$ cat config.mk
export PLATFORM = sky130hd
export DESIGN_NAME = ps2_scan_ctrl
export DESIGN_NICKNAME = d
export VERILOG_FILES = /design/src/rtl/ps2_pkg.sv /design/src/rtl/ps2_scan_ctrl.sv
export SDC_FILE = /design/constraint.sdc
export NUM_CORES = 1
export LEC_CHECK = 0
export CAP_MARGIN = 5
export CORE_ASPECT_RATIO = 2
export CORE_MARGIN = 4
export CORE_UTILIZATION = 40
export CTS_CLUSTER_DIAMETER = 120
export DETAILED_ROUTE_END_ITERATION = 16
export GPL_TIMING_DRIVEN = 0
export HOLD_SLACK_MARGIN = 0.12
export PLACE_DENSITY = 0.65
export SLEW_MARGIN = 20
export SYNTH_ARGS = -nofsm -noshare
export SYNTH_HDL_FRONTEND = slang
export SYNTH_SLANG_ARGS = --single-unit
$ cat constraint.sdc
create_clock -name clk -period 1.95 [get_ports clk]
set_input_delay 0.2925 -clock clk [delete_from_list [all_inputs] [get_ports clk]]
set_output_delay 0.2925 -clock clk [all_outputs]
set_load 0.01 [all_outputs]
$ cat src/rtl/ps2_pkg.sv
// rtl/ps2_pkg.sv - scancode constants and sequencer state encoding for the PS/2 scan controller
package ps2_pkg;

    localparam logic [7:0] SC_EXT  = 8'hE0;
    localparam logic [7:0] SC_BRK  = 8'hF0;
    localparam logic [7:0] SC_ERR0 = 8'h00;
    localparam logic [7:0] SC_ERR1 = 8'hFF;

    typedef enum logic [1:0] {
        S_IDLE   = 2'd0,
        S_POP    = 2'd1,
        S_SETTLE = 2'd2
    } state_t;

endpackage

$ cat src/rtl/ps2_scan_ctrl.sv
// rtl/ps2_scan_ctrl.sv - pops PS/2 scancode bytes, folds prefixes into key events, filters typematic repeats
module ps2_scan_ctrl
    import ps2_pkg::*;
#(
    parameter int REPEAT_EN = 0,
    parameter int CNT_W     = 8
) (
    input  logic             clk,
    input  logic             clrn,
    input  logic             kb_ready,
    input  logic [7:0]       kb_data,
    input  logic             kb_overflow,
    output logic             kb_nextdata_n,
    output logic             ev_valid,
    input  logic             ev_ready,
    output logic [7:0]       ev_code,
    output logic             ev_ext,
    output logic             ev_brk,
    output logic [CNT_W-1:0] press_cnt,
    output logic             err
);

    localparam bit FILTER_ON = (REPEAT_EN == 0);

    state_t           r_state;
    state_t           w_state_nx;
    logic             r_nextdata_n;
    logic             r_ev_valid;
    logic [7:0]       r_ev_code;
    logic             r_ev_ext;
    logic             r_ev_brk;
    logic [CNT_W-1:0] r_press_cnt;
    logic             r_err;
    logic             r_ext_f;
    logic             r_brk_f;
    logic [8:0]       r_held_key;
    logic             r_held_vld;

    logic w_take;
    logic w_is_ext;
    logic w_is_brk;
    logic w_is_err;
    logic w_cand;
    logic w_held_hit;
    logic w_drop;
    logic w_emit;

    // A byte is only taken when the output slot is free or being drained this cycle.
    assign w_take     = (r_state == S_IDLE) & kb_ready & (~r_ev_valid | ev_ready);
    assign w_is_ext   = (kb_data == SC_EXT);
    assign w_is_brk   = (kb_data == SC_BRK);
    assign w_is_err   = (kb_data == SC_ERR0) | (kb_data == SC_ERR1);
    assign w_cand     = w_take & ~w_is_ext & ~w_is_brk & ~w_is_err;
    assign w_held_hit = r_held_vld & (r_held_key == {r_ext_f, kb_data});
    assign w_drop     = FILTER_ON & ~r_brk_f & w_held_hit;
    assign w_emit     = w_cand & ~w_drop;

    always_comb begin
        w_state_nx = r_state;
        case (r_state)
            S_IDLE:   if (w_take) w_state_nx = S_POP;
            S_POP:    w_state_nx = S_SETTLE;
            S_SETTLE: w_state_nx = S_IDLE;
            default:  w_state_nx = S_IDLE;
        endcase
    end

    always_ff @(posedge clk or negedge clrn) begin
        if (!clrn) begin
            r_state      <= S_IDLE;
            r_nextdata_n <= 1'b1;
            r_ev_valid   <= 1'b0;
            r_ev_code    <= 8'h00;
            r_ev_ext     <= 1'b0;
            r_ev_brk     <= 1'b0;
            r_press_cnt  <= '0;
            r_err        <= 1'b0;
            r_ext_f      <= 1'b0;
            r_brk_f      <= 1'b0;
            r_held_key   <= 9'h000;
            r_held_vld   <= 1'b0;
        end else begin
            r_state      <= w_state_nx;
            r_nextdata_n <= (w_state_nx != S_POP);

            if (kb_overflow || (w_take && w_is_err)) begin
                r_err <= 1'b1;
            end

            if (w_take) begin
                if (w_is_ext) begin
                    r_ext_f <= 1'b1;
                end else if (w_is_brk) begin
                    r_brk_f <= 1'b1;
                end else begin
                    r_ext_f <= 1'b0;
                    r_brk_f <= 1'b0;
                end
            end

            if (w_emit) begin
                if (!r_brk_f) begin
                    r_held_key <= {r_ext_f, kb_data};
                    r_held_vld <= 1'b1;
                end else if (w_held_hit) begin
                    r_held_vld <= 1'b0;
                end
            end

            // A fresh load takes priority over clearing valid on a transfer.
            if (w_emit) begin
                r_ev_valid <= 1'b1;
                r_ev_code  <= kb_data;
                r_ev_ext   <= r_ext_f;
                r_ev_brk   <= r_brk_f;
                if (!r_brk_f) begin
                    r_press_cnt <= r_press_cnt + {{(CNT_W-1){1'b0}}, 1'b1};
                end
            end else if (r_ev_valid && ev_ready) begin
                r_ev_valid <= 1'b0;
            end
        end
    end

    assign kb_nextdata_n = r_nextdata_n;
    assign ev_valid      = r_ev_valid;
    assign ev_code       = r_ev_code;
    assign ev_ext        = r_ev_ext;
    assign ev_brk        = r_ev_brk;
    assign press_cnt     = r_press_cnt;
    assign err           = r_err;

endmodule

* After elaboration in Yosys (flattened, before gate mapping)
Index checks and enable logic that the tools add are counted.
Word-level totals: bits in registers 35, logic and storage cells 56
Operators by class: bitwise logic cells 16, reduce and logical (&&, ||, !) cells 10, eq/ne operators 8, mux-type cells 9, add/sub/neg operators 1
Operator list (count):
- $eq 8x8->1 const B | 3
- $eq 9x9->1 | 1
- $add 8x1->8 const B | 1
- $and 1x1->1 | 8
- $logic_not 8->1 | 1
- $reduce_and 2->1 | 4
- $mux 1 | 7
- $not 1->1 | 6
- $ne 2x1->1 const B | 2
- $pmux 2 s2 | 1
- $eq 2x1->1 const B | 1
- $logic_and 1x1->1 | 2
- $logic_not 2->1 | 1
- $mux 2 | 1
- $ne 2x2->1 const B | 1
- $or 1x1->1 | 2
- $reduce_bool 2->1 | 1
- $logic_or 1x1->1 | 1

* Logic depth before layout (Yosys ltp)
word-level depth 8, gate-level depth with buffers 8, depth with buffers taken out 7

* Worst setup path before layout
No wires, ideal clock.
kind reg-to-reg, start reg r_ev_valid (netlist: ev_valid), end reg r_held_key[0], setup slack 181 ps, data arrival time 1644 ps, period minus slack after synthesis 1769 ps, stages on the path, launching flop included 8, buffers on the path 0, path through dfrtp_1 > nor2b_1 > nor3_1 > nand2_1 > inv_2 > o21ai_2 > nor3_4 > mux2_2
On the way: word-level cells in the longest chain between the ends 8
Ends and longest elaborated chain:
- start: declaration | line ps2_scan_ctrl.sv:28 | logic r_ev_valid;
- start signal: assignment | line ps2_scan_ctrl.sv:72 | r_ev_valid <= 1'b0;
- start signal: assignment | line ps2_scan_ctrl.sv:112 | r_ev_valid <= 1'b1;
- start signal: assignment | line ps2_scan_ctrl.sv:120 | r_ev_valid <= 1'b0;
- $not 1->1 | line ps2_scan_ctrl.sv:49 | assign w_take = (r_state == S_IDLE) & kb_ready & (~r_ev_valid | ev_ready);
- $or 1x1->1 | line ps2_scan_ctrl.sv:49
- $and 1x1->1 | line ps2_scan_ctrl.sv:49
- $and 1x1->1 (3 in series) | line ps2_scan_ctrl.sv:53 | assign w_cand = w_take & ~w_is_ext & ~w_is_brk & ~w_is_err;
- $and 1x1->1 | line ps2_scan_ctrl.sv:56 | assign w_emit = w_cand & ~w_drop;
- $reduce_and 2->1 (no line)
- end signal: assignment | line ps2_scan_ctrl.sv:103 | r_held_key <= {r_ext_f, kb_data};
- end: declaration | line ps2_scan_ctrl.sv:36 | logic [8:0] r_held_key;
Every way passes these cells. A chain may end at the register's enable or synchronous reset.

* Worst setup path in the final report
start in kb_data[0], end reg r_held_key[4]
On the way: word-level cells in the longest chain between the ends 7, elaborated cells between the ends (all ways) 17, classes of those cells 4 x eq/ne; 11 x bitwise; 2 x reduce/logical
Ends and longest elaborated chain:
- start: declaration | line ps2_scan_ctrl.sv:11 | input logic [7:0] kb_data,
- $eq 8x8->1 | line ps2_scan_ctrl.sv:50 | assign w_is_ext = (kb_data == SC_EXT);
- $not 1->1 (no line)
- $and 1x1->1 (3 in series) | line ps2_scan_ctrl.sv:53
- $and 1x1->1 (*) | line ps2_scan_ctrl.sv:56
- $reduce_and 2->1 (no line) (*)
Every way passes the cells marked *; elsewhere a longest branch is shown, timed or not.

==> metrics.cfg <==
[sta]
tns_ns=0
setup_ws_ns=0.1147
holdWs_ns=0.3996
tightest_slew_ns=0.4495
relSlewSlack=0.7004
min_period_over_period=0.9412
maxSlewViolCount=0
min_period_ns=1.835
hold_viol_final=0
setup_viol=0
fmax_mhz=544.9
finClkSkew_ns=0.007453

[final_layout]
drive_gt1_frac=0.3000
fin_nets=183
layout-area-overhead-vs-synth_pct=41.81
antenna_cells=0
nFillCells=291

[synthesis]
ys_async_sr_fraction=1.000
netlist_top_cells_area=dfrtp_1 (54%), mux2_2 (12%), xnor2_1 (5.6%)
synth_flop_cell=dfrtp_1
synth-seq-cells=35
synth_top_area_cell=dfrtp_1
synth_cells=121
synth_nets=135
seq_area_frac_synth=0.5604
ys_top_cells_by_count=dfrtp_1 (34), mux2_2 (16), xnor2_1 (10)
yosys.cell_count.top_type=dfrtp_1
synth_top_area_share=0.5436
syn_area_per_cell_um2=12.94
synth_edf_count=0
syn_area_um2=1565
yosys_warnings=0
yosysUniqueCellTypes=34

[clock_network]
cts_sinks=35
cts_tree=built
clockRootBuffer=clkbuf_8
clkSlewWorstSetupHoldPaths_ns=0.07
numCtsBuffers=5
cts_buffer_depth=2
cts_htree_levels=2
clk_latency_ns=0.28

[placed_design]
place.gp.congestion=0.7551
portBuffers=32
place_ws_ns=-0.5422
dp_hpwl_mm=2.387

[die]
die-height_um=96.47
coreArea_um2=3685
die_width_um=52.24
dieArea_um2=5039
start_util=0.4248
row_count=31
ios=34

[setup_path]
ff2ff_path_depth=8
setup.worst_path.end_class=register
crit_start=kb_data[0]
cp_max_fo=10
critPathCapture=r_held_key[4]$_DFFE_PN0P_
required_ns=2.12
setup.worst_path.start_class=input port
reg2reg_slack_ns=0.13
reg2reg_to=r_held_key[2]$_DFFE_PN0P_
rr_startpoint=ev_valid$_DFFE_PN0P_
path_class=input port to register
worstPathArrival_ns=2.01

[power_and_ir_drop]
peakVddDrop_mv=0.7871
powerDensity_nw_per_um2=1427
p_leak_nw=0.9284

[hold_path]
min_delay_path_depth=3
min_path_type=input port to register

[global_route]
overflow=0
grt_max_degree=19
grt_antenna_before_repair=0
grt_pass1_wl_mm=5.306
grt_pass1_vias=1114
track_usage=0.1456

[drt]
first_pass_iters=4
totalWireLength_mm=3.174
via_count=1071
drtIter0Drc=14
avgViaCountPerCell=4.890
drt-wirelength-per-cell_um=14.49
drc=0
ant_nets=0

[flow_run]
max-cap-violations=0

[outcome]
outcome=completed

[layout by cell type (no fill, tap or decap), drive strengths merged, types with 2 or more instances in the layout]
cell type	n
dfrtp	34
clkdlybuf4s50	24
mux2	19
buf	11
xnor2	10
nand2	7
nor4	7
xor2	6
clkbuf	6
dlygate4sd2	6
a21oi	4
nor3	4
and3	3
nand4	3
nor2	3
inv	3
o21ai	3
nor2b	2
nand3	2
[layout make-up]
class | instances | area (um^2) | share of cell area
clock inverters | 2 | 35.03 | 0.01578
inverters | 3 | 11.26 | 0.005073
well taps | 49 | 61.31 | 0.02762
clock buffers | 6 | 82.58 | 0.03720
plain buffers | 2 | 16.27 | 0.007328
repair buffers | 41 | 412.9 | 0.1860
flip-flops and latches | 35 | 877.1 | 0.3952
multi-input cells | 81 | 723.2 | 0.3258
[through the flow]
stage          instance area [um^2]  std cells  utilization  power (W)
2_1_floorplan                  1565        121            -   0.001890
3_3_place_gp                   1947        202       0.5284   0.002389
3_5_place_dp                   1969        203       0.5345   0.002442
4_1_cts                        2153        215       0.5844   0.003168
5_1_grt                        2220        219       0.6024   0.003381
6_report                       2220        219       0.6024   0.003168
[repair_timing]
| item | in CTS | in global routing |
|---|---|---|
| endpoints found under the hold margin | 17 | 0 |
| cloned | 0 | 0 |
| buffers inserted | 3 | 4 |
| gates resized for setup | 12 | 4 |
| pin swaps | 4 | 6 |
| setup endpoints to repair | 21 | 22 |
| hold buffers | 1 | 0 |
[sequential cells by signal, indices dropped and copies added (netlist names)]
name,cells
ev_valid,1
press_cnt,8
r_ext_f,1
r_brk_f,1
ev_brk,1
ev_code,8
r_held_key,9
ev_ext,1
r_state,2
err,1
r_held_vld,1
kb_nextdata_n,1
[critical path, cell delays in order]
cell and delay, ns:
dlygate4sd2_1 0.32, nor4_4 0.37, a21oi_1 0.13, o21ai_2 0.32, buf_6 0.20, nor2_4 0.06
mux2_4 0.31
[cells by family after synthesis]
| family | Yosys count | synth area share |
|---|---|---|
| AOI/OAI and AO/OA | 10 | 0.03918 |
| xor gates and xnor gates | 16 | 0.08953 |
| adders and majority gates | 1 | 0.007992 |
| buffers and inverters | 5 | 0.01758 |
| DFF | 35 | 0.5604 |
| muxes | 19 | 0.1439 |
| and+or+nand+nor | 35 | 0.1415 |
[power by group]
group	switching [W]	internal, W
Combinational	0.000502	0.000746
Clock	0.000249	0.000413
Sequential	0.000226	0.00103
Total	0.000977	0.00219
[per-layer routing]
metal	routed length, um	global-route usage
met4	67	0.07676
met3	134	0.03379
met5	0	0
met1	1197	0.1585
met2	1775	0.2553
[worst min path at each step]
stage                         start                         to
6_report                 kb_data[4]        r_brk_f$_DFFE_PN0P_
5_1_grt                  kb_data[4]  r_held_key[4]$_DFFE_PN0P_
2_1_floorplan                  clrn            err$_DFFE_PN0P_
4_1_cts                  kb_data[4]  r_held_key[4]$_DFFE_PN0P_
3_3_place_gp   r_state[1]$_DFF_PN0_       r_state[1]$_DFF_PN0_
3_5_place_dp                   clrn       ev_valid$_DFFE_PN0P_
Note: power is estimated with default switching activity, not from simulation.
